### config.mk
export PLATFORM = sky130hd
export DESIGN_NAME = coil_step_decoder_flat
export DESIGN_NICKNAME = d
export VERILOG_FILES = /design/src/rtl/coil_step_decoder_if.sv /design/src/rtl/coil_step_decoder.sv /design/src/flat_wrapper.sv
export SDC_FILE = /design/constraint.sdc
export NUM_CORES = 1
export LEC_CHECK = 0
export ABC_CLOCK_PERIOD_IN_PS = 5500
export CELL_PAD_IN_SITES_DETAIL_PLACEMENT = 1
export CELL_PAD_IN_SITES_GLOBAL_PLACEMENT = 2
export CORE_UTILIZATION = 25
export DETAILED_ROUTE_END_ITERATION = 8
export GPL_TIMING_DRIVEN = 0
export PLACE_DENSITY = 0.71
export SLEW_MARGIN = 40
export SYNTH_ARGS = -nofsm -noshare
export SYNTH_HDL_FRONTEND = slang
export SYNTH_SLANG_ARGS = --single-unit
### constraint.sdc
create_clock -name clk -period 5.5 [get_ports clk]
set_clock_uncertainty 0.05 [all_clocks]
set_input_delay 0.55 -clock clk [delete_from_list [all_inputs] [get_ports clk]]
set_output_delay 0.55 -clock clk [all_outputs]
set_load 0.02 [all_outputs]
### src/rtl/coil_step_decoder_if.sv
// Coil-bus decoder connection: coil pattern and control pulses in, step
// events and odometry/status out.
interface coil_step_decoder_if #(
  parameter int POS_W = 16
);
  logic [3:0]       coil;
  logic             pos_clr;
  logic             fault_clr;
  logic             step_pulse;
  logic             step_dir;
  logic [POS_W-1:0] position;
  logic [1:0]       phase;
  logic             locked;
  logic             fault;
  logic             stalled;

  modport master (
    output coil, pos_clr, fault_clr,
    input  step_pulse, step_dir, position, phase, locked, fault, stalled
  );

  modport slave (
    input  coil, pos_clr, fault_clr,
    output step_pulse, step_dir, position, phase, locked, fault, stalled
  );
endinterface

### src/rtl/coil_step_decoder.sv
// Wave-drive stepper coil decoder: synchronizes and debounces the coil
// pattern, tracks phase/direction, keeps a signed odometer and drive faults.
module coil_step_decoder #(
  parameter int FILTER_CYCLES = 4,
  parameter int POS_W         = 16,
  parameter int STALL_CYCLES  = 1000000
) (
  input logic                clk,
  input logic                rst,
  coil_step_decoder_if.slave bus
);

  localparam int CNT_W   = 9;
  localparam int STALL_W = $clog2(STALL_CYCLES + 1);

  typedef enum logic [1:0] {
    ST_UNLOCKED = 2'd0,
    ST_LOCKED   = 2'd1,
    ST_FAULT    = 2'd2
  } state_e;

  logic [3:0]       sync1_q, csync_q, prev_q;
  logic [CNT_W-1:0] filt_cnt_q, filt_cnt_d;
  logic             accept;

  state_e           state_q, state_d;
  logic [1:0]       phase_q;
  logic [POS_W-1:0] position_q;
  logic             step_pulse_q, step_dir_q;
  logic [STALL_W-1:0] stall_q, stall_d;

  logic             is_onehot;
  logic [1:0]       p_idx;
  logic [1:0]       delta;
  logic             step_fwd, step_rev, phase_load;

  // Synchronizer plus one more stage so a change in csync can be detected.
  always_ff @(posedge clk) begin
    if (rst) begin
      sync1_q    <= 4'b0000;
      csync_q    <= 4'b0000;
      prev_q     <= 4'b0000;
      filt_cnt_q <= '0;
    end else begin
      sync1_q    <= bus.coil;
      csync_q    <= sync1_q;
      prev_q     <= csync_q;
      filt_cnt_q <= filt_cnt_d;
    end
  end

  // Counter stops one past the threshold so each stable run is accepted once.
  always_comb begin
    filt_cnt_d = filt_cnt_q;
    if (csync_q != prev_q) begin
      filt_cnt_d = CNT_W'(1);
    end else if (filt_cnt_q <= CNT_W'(FILTER_CYCLES)) begin
      filt_cnt_d = filt_cnt_q + CNT_W'(1);
    end
  end

  assign accept = (csync_q == prev_q) && (filt_cnt_q == CNT_W'(FILTER_CYCLES));

  always_comb begin
    is_onehot = 1'b1;
    p_idx     = 2'd0;
    case (csync_q)
      4'b0001: p_idx = 2'd0;
      4'b0010: p_idx = 2'd1;
      4'b0100: p_idx = 2'd2;
      4'b1000: p_idx = 2'd3;
      default: is_onehot = 1'b0;
    endcase
  end

  assign delta = p_idx - phase_q;

  always_ff @(posedge clk) begin
    if (rst) begin
      state_q <= ST_UNLOCKED;
    end else begin
      state_q <= state_d;
    end
  end

  always_comb begin
    state_d = state_q;
    case (state_q)
      ST_UNLOCKED: begin
        if (accept) begin
          if (is_onehot) begin
            state_d = ST_LOCKED;
          end else if (csync_q != 4'b0000) begin
            state_d = ST_FAULT;
          end
        end
      end
      ST_LOCKED: begin
        if (accept) begin
          if (csync_q == 4'b0000) begin
            state_d = ST_UNLOCKED;
          end else if (!is_onehot || delta == 2'd2) begin
            state_d = ST_FAULT;
          end
        end
      end
      ST_FAULT: begin
        if (bus.fault_clr) begin
          state_d = ST_UNLOCKED;
        end
      end
      default: state_d = ST_UNLOCKED;
    endcase
  end

  always_comb begin
    step_fwd   = 1'b0;
    step_rev   = 1'b0;
    phase_load = 1'b0;
    case (state_q)
      ST_UNLOCKED: phase_load = accept && is_onehot;
      ST_LOCKED: begin
        step_fwd = accept && is_onehot && (delta == 2'd1);
        step_rev = accept && is_onehot && (delta == 2'd3);
      end
      default: ;
    endcase
  end

  always_ff @(posedge clk) begin
    if (rst) begin
      step_pulse_q <= 1'b0;
      step_dir_q   <= 1'b0;
      phase_q      <= 2'd0;
      position_q   <= '0;
      stall_q      <= '0;
    end else begin
      step_pulse_q <= step_fwd || step_rev;
      stall_q      <= stall_d;
      if (step_fwd || step_rev) begin
        step_dir_q <= step_fwd;
      end
      if (step_fwd || step_rev || phase_load) begin
        phase_q <= p_idx;
      end
      // A coincident clear wins over the step count.
      if (bus.pos_clr) begin
        position_q <= '0;
      end else if (step_fwd) begin
        position_q <= position_q + POS_W'(1);
      end else if (step_rev) begin
        position_q <= position_q - POS_W'(1);
      end
    end
  end

  always_comb begin
    stall_d = stall_q;
    if (state_d != ST_LOCKED || state_q != ST_LOCKED || step_fwd || step_rev) begin
      stall_d = '0;
    end else if (stall_q != STALL_W'(STALL_CYCLES)) begin
      stall_d = stall_q + STALL_W'(1);
    end
  end

  assign bus.step_pulse = step_pulse_q;
  assign bus.step_dir   = step_dir_q;
  assign bus.position   = position_q;
  assign bus.phase      = phase_q;
  assign bus.locked     = (state_q == ST_LOCKED);
  assign bus.fault      = (state_q == ST_FAULT);
  assign bus.stalled    = (stall_q == STALL_W'(STALL_CYCLES));

endmodule
### src/flat_wrapper.sv
// flat-port wrapper written by rule: the top's interface ports become plain ports
module coil_step_decoder_flat 
#(
  parameter int FILTER_CYCLES = 4,
  parameter int POS_W         = 16,
  parameter int STALL_CYCLES  = 1000000
)
  (clk, rst, bus_coil, bus_pos_clr, bus_fault_clr, bus_step_pulse, bus_step_dir, bus_position, bus_phase, bus_locked, bus_fault, bus_stalled);
  coil_step_decoder_if #(.POS_W(POS_W)) bus_i ();
  input logic clk;
  input logic rst;
  input wire logic [$bits(bus_i.coil)-1:0] bus_coil;
  input wire logic [$bits(bus_i.pos_clr)-1:0] bus_pos_clr;
  input wire logic [$bits(bus_i.fault_clr)-1:0] bus_fault_clr;
  output wire logic [$bits(bus_i.step_pulse)-1:0] bus_step_pulse;
  output wire logic [$bits(bus_i.step_dir)-1:0] bus_step_dir;
  output wire logic [$bits(bus_i.position)-1:0] bus_position;
  output wire logic [$bits(bus_i.phase)-1:0] bus_phase;
  output wire logic [$bits(bus_i.locked)-1:0] bus_locked;
  output wire logic [$bits(bus_i.fault)-1:0] bus_fault;
  output wire logic [$bits(bus_i.stalled)-1:0] bus_stalled;
  assign bus_i.coil = bus_coil;
  assign bus_i.pos_clr = bus_pos_clr;
  assign bus_i.fault_clr = bus_fault_clr;
  assign bus_step_pulse = bus_i.step_pulse;
  assign bus_step_dir = bus_i.step_dir;
  assign bus_position = bus_i.position;
  assign bus_phase = bus_i.phase;
  assign bus_locked = bus_i.locked;
  assign bus_fault = bus_i.fault;
  assign bus_stalled = bus_i.stalled;
  coil_step_decoder #(.FILTER_CYCLES(FILTER_CYCLES), .POS_W(POS_W), .STALL_CYCLES(STALL_CYCLES)) u_core (.clk(clk), .rst(rst), .bus(bus_i));
endmodule
# --- Word level (Yosys, flattened, before mapping) ---
# Index checks and enable logic that the tools add are counted.
totals:
  register_bits: 63
  out_inout_bits: 23
  word_cells: 70
  input_bits: 8
op_classes:
  n_reduce_logical: 20
  order_cmp: 1
  mux: 17
  add_sub_neg: 5
  n_eq_ne: 16
ops:
  columns: ["op", "n"]
  rows:
  - ["$mux 16", 2]
  - ["$add 20x1->20 const B", 1]
  - ["$eq 20x20->1 const B", 1]
  - ["$ne 20x20->1 const B", 1]
  - ["$add 16x1->16 const B", 1]
  - ["$sub 16x1->16 const B", 1]
  - ["$mux 2", 7]
  - ["$pmux 2 s3", 2]
  - ["$add 9x1->9 const B", 1]
  - ["$eq 9x3->1 const B", 1]
  - ["$le 9x3->1 const B", 1]
  - ["$eq 2x2->1 const B", 3]
  - ["$logic_or 1x1->1", 6]
  - ["$mux 1", 6]
  - ["$reduce_or 2->1", 3]
  - ["$eq 2x1->1 const B", 2]
  - ["$eq 4x1->1 const B", 1]
  - ["$eq 4x2->1 const B", 1]
  - ["$eq 4x3->1 const B", 1]
  - ["$eq 4x4->1", 1]
  - ["$eq 4x4->1 const B", 1]
  - ["$logic_and 1x1->1", 4]
  - ["$logic_not 4->1", 1]
  - ["$ne 2x1->1 const B", 2]
  - ["other kinds (7)", 8]

# --- Depth between registers and ports, before layout ---
depth:
  ltp_word: 14
  mapped_depth: 16

# --- Least setup slack after synthesis ---
# OpenSTA, ideal clock, no wires.
synth_path:
  path_type: "flip-flop to flip-flop"
  start: "register u_core.csync_q[3]"
  end: "register u_core.position_q[15] (netlist: u_core.bus.position[15])"
  t_required_ns: 5.378
  synth_period_minus_slack_ns: 4.106
  stages_incl_launch_ff: 15
  arrival_time_ns: 3.984
  slack_ns: 1.394
  path_buffers: 1
  path_cell_list: "dfxtp_1 > buf_2 > xnor2_1 > or3_1 > ha_1 > nor4_2 > nand2_1 > ha_1 > a2111oi_0 > o21ai_0 > a221o_1 > a2bb2oi_1 > a31oi_1 > mux2i_1 > mux2i_1"
synth_between:
  elab_chain_cells: 7
  elab_cells_between_ends: 19
  classes_between: "add/sub (1); eq/ne (7); mux (5); reduce/logical (6)"
synth_rtl:
  columns: ["item", "line_no", "text"]
  rows:
  - ["from (decl)", "coil_step_decoder.sv:22", "logic [3:0] sync1_q, csync_q, prev_q;"]
  - ["from (signal assigned)", "coil_step_decoder.sv:46", "csync_q <= sync1_q;"]
  - ["$eq 4x4->1 (tied with other cells)", "coil_step_decoder.sv:67", "case (csync_q)"]
  - ["$pmux 2 s3 / $reduce_or 4->1 (equally long branches)", null, null]
  - ["$sub 2x2->2 / $mux 1 (equally long branches)", "coil_step_decoder.sv:76, coil_step_decoder.sv:67", null]
  - ["$eq 2x1->1 (tied with other cells)", "coil_step_decoder.sv:123", "step_fwd = accept && is_onehot && (delta == 2'd1);"]
  - ["$logic_and 1x1->1 (on tied branches)", "coil_step_decoder.sv:123, coil_step_decoder.sv:124", null]
  - ["$mux 1", "coil_step_decoder.sv:120", "case (state_q)"]
  - ["$mux 16 / $reduce_bool 2->1 (equally long branches)", null, null]
  - ["to (signal assigned)", "coil_step_decoder.sv:150", "position_q <= position_q + POS_W'(1);"]
  - ["to (signal assigned)", "coil_step_decoder.sv:152", "position_q <= position_q - POS_W'(1);"]
  - ["to (decl)", "coil_step_decoder.sv:28", "logic [POS_W-1:0] position_q;"]
# Several ways; a longest one is shown, not always the timed one.
# A chain may end at the register's enable or synchronous reset.

# --- Worst setup path in the final report ---
layout_path:
  start: "register u_core.csync_q[0]"
  end: "register u_core.position_q[15] (netlist: u_core.bus.position[15])"
# Same word-level chain as after synthesis.

==> flow_summary.toml <==
[placement]
placed_cells = 594
gp_congestion = 0.796
io_buffers = 30
placement.cell_area_um2 = 3850
dp_hpwl_um = 5920

[sta]
rsz0062_at_grt = "false"
report.final.hold_viol_count = 0
min_period_ns = 4.95
period_share_pct = 90.0
finalSetupViolations = 0
tightest_slew_ns = 0.655
fmax_mhz = 202
relSlewSlack_pct = 56.2
setup_tns_ns = 0
drv_slew = 0

[worst_setup_path]
crit_fanout = 16
crit_start = "u_core.csync_q[0]"
arrival_ns = 5.17
r2r_setup_slack_ns = 0.55
rr_endpoint = "u_core.bus.position[15]"
r2r-start = "u_core.csync_q[0]"
start_kind = "register"
crit_path_end = "u_core.bus.position[15]"
timing_worst_setup_path_type = "reg -> reg"
end_kind = "register"
required_ns = 5.72
ff2ff_path_depth = 14

[floorplanning]
rows = 41
fp.dieW_um = 117
ios = 31
die_area_um2 = 13800
start_util_pct = 26.0
core-area_um2 = 12800
fp.dieH_um = 117

[cts]
cts_buffers = 9
clockBufferDepth = 2
clk_pin_slew_ns = 0.06
htreeDepth = 3
hold_buffers = 0
cts_root_buf = "clkbuf_16"
cts_setup_buffers = 0
cts_tree = "done"
cts_sinks = 63
clk_latency_ns = 0.34
cts_resized = 0

[layout]
areaGrowthSynthToFinish_pct = 24.8
register_area_um2 = 1260
nNetsFinal = 461
final_area_um2 = 4160
layout_commonest_cell = "dfxtp_1"
final_cell_mix = "dfxtp_1 (63), nand2_1 (46), nor2_1 (42), a21oi_1 (32), clkdlybuf4s50_1 (30)"
finalCoreUtilization_pct = 32.4
instances_no_fill = 610
n_antenna_cell = 0
fillers = 1512
layout-drive-gt1-share_pct = 7.31
multi_input_area_um2 = 1950

[pwr]
power_leakage_nw = 1.55
powerDensity_nw_per_um2 = 266
ir_drop_mv = 0.135

[global_routing]
antenna_found_initial = 0
grt.overflow.total = 0
first_global_vias = 2713
grt_max_degree = 17
grt_pass1_wl_um = 13600
track_usage_pct = 12.4

[route]
vias = 2804
routed_via_density = 4.60
wl_per_cell_um = 13.3
drt_iter0_drc = 75
ant_nets = 0
drt-total-wl_um = 8120
drc = 0
firstDrtPassIters = 4

[synth]
synth_compound_area_share_pct = 13.3
yosysSeqAreaShare_pct = 37.8
async_flop_share_pct = 0
synth_fa_ha_area_share_pct = 7.73
avgSynthCellArea_um2 = 8.51
synth_top_family_by_area = "simple AND/OR/NAND/NOR gates"
synth.area.mux_share_pct = 1.50
synthSimpleGateAreaFrac_pct = 26.9
synth_edf_count = 0
netlist_instances = 392
yosys.cell_types.count = 54
synth_xor_area_share_pct = 8.93
ys_warn_count = 0
synth_flop_cell = "dfxtp_1"
syn_nets = 420
synth_seq_cells = 63
synth_area_um2 = 3330

[run]
cap_violations = 0

[status]
status = "completed"

[hold_path]
worstHoldPathType = "reg -> reg"
cells by family (layout without fill, tap and decap cells):
kind of cell,after synthesis,count (layout)
muxes,5,5
AOI/OAI and AO/OA,71,71
xor gates and xnor gates,34,34
and+or+nand+nor,173,173
DFF,63,63
buffers and inverters,26,72
adders and majority gates,20,20
per-layer routing:
metal	global-route usage (%)	vias to the layer above	part of all wire (%)
li1	-	1443	-
met1	15.3	1316	49
met2	20.2	33	46
met3	2.81	12	2.7
met4	6.25	0	2.2
met5	0	-	0
sequential cells by signal (all words and copies together), names as in the netlist:
register and flops:
u_core.bus.phase 2, u_core.bus.position 16, u_core.bus.step_dir 1, u_core.bus.step_pulse 1, u_core.csync_q 4, u_core.filt_cnt_q 9, u_core.prev_q 4, u_core.stall_q 20
u_core.state_q 2, u_core.sync1_q 4
cell type report:
| type | count | area share [%] |
|---|---|---|
| timing repair buffer | 30 | 7.22 |
| clock inverter | 2 | 0.902 |
| multi-input combinational | 303 | 46.8 |
| tap | 172 | 5.17 |
| inverter | 13 | 1.17 |
| clock buffer | 14 | 6.58 |
| sequential | 63 | 30.3 |
| buffer | 13 | 1.83 |
worst min-delay path by stage:
stage	from	end	slack (ns)	cells past startpoint
2_1_floorplan	u_core.sync1_q[0]	u_core.csync_q[0]	0.36	1
3_3_place_gp	u_core.sync1_q[2]	u_core.csync_q[2]	0.37	1
3_5_place_dp	u_core.sync1_q[0]	u_core.csync_q[0]	0.38	1
4_1_cts	u_core.sync1_q[0]	u_core.csync_q[0]	0.39	1
5_1_grt	u_core.sync1_q[0]	u_core.csync_q[0]	0.41	1
6_report	u_core.sync1_q[1]	u_core.csync_q[1]	0.39	1
synth_stat cells (4+ instances only):
library cell / n / area [um^2]
xor2_1: 18 / 158
clkbuf_1: 5 / 18.8
nand4_1: 5 / 31.3
and2_1: 6 / 37.5
a21oi_1: 32 / 160
nand2b_1: 5 / 31.3
xnor2_1: 16 / 140
dfxtp_1: 63 / 1260
nor2b_1: 16 / 100
buf_2: 4 / 20.0
and3_1: 9 / 56.3
ha_1: 19 / 238
inv_1: 13 / 48.8
nand2_1: 46 / 173
nor2_1: 42 / 158
o21ai_0: 8 / 40.0
mux2i_1: 5 / 50.1
nand3_1: 15 / 75.1
a21o_1: 5 / 37.5
or3_1: 4 / 25.0
nor3_1: 5 / 25.0
through the flow:
| stage | total power, mW | setup slack, ns | hold slack [ns] |
|---|---|---|---|
| after floorplan | 0.505 | 1.39 | 0.364 |
| after global placement | 0.519 | 0.503 | 0.367 |
| after detailed placement | 0.520 | 0.481 | 0.378 |
| after CTS | 1.13 | 0.451 | 0.391 |
| after global routing | 1.15 | 0.0345 | 0.411 |
| final | 1.11 | 0.548 | 0.385 |
power breakdown:
part / internal [mW] / switching (mW) / leakage [nW]
logic: 0.0192 / 0.0258 / 0.894
clock network: 0.388 / 0.209 / 0.149
registers: 0.462 / 0.00236 / 0.510
total: 0.869 / 0.237 / 1.55
worst max-delay path: stages (launching register included):
cell and delay (ns):
dfxtp_1 0.29, buf_2 0.17, xor2_1 0.16, nor4_2 0.48
nand4_2 0.25, nor4_2 0.44, nand2_1 0.53, ha_1 0.49
a211oi_1 0.43, o21ai_0 0.26, a221o_1 0.40, a2bb2oi_1 0.17
a31oi_1 0.26, mux2i_1 0.29, mux2i_1 0.20
Note: power is estimated with default switching activity, not from simulation.
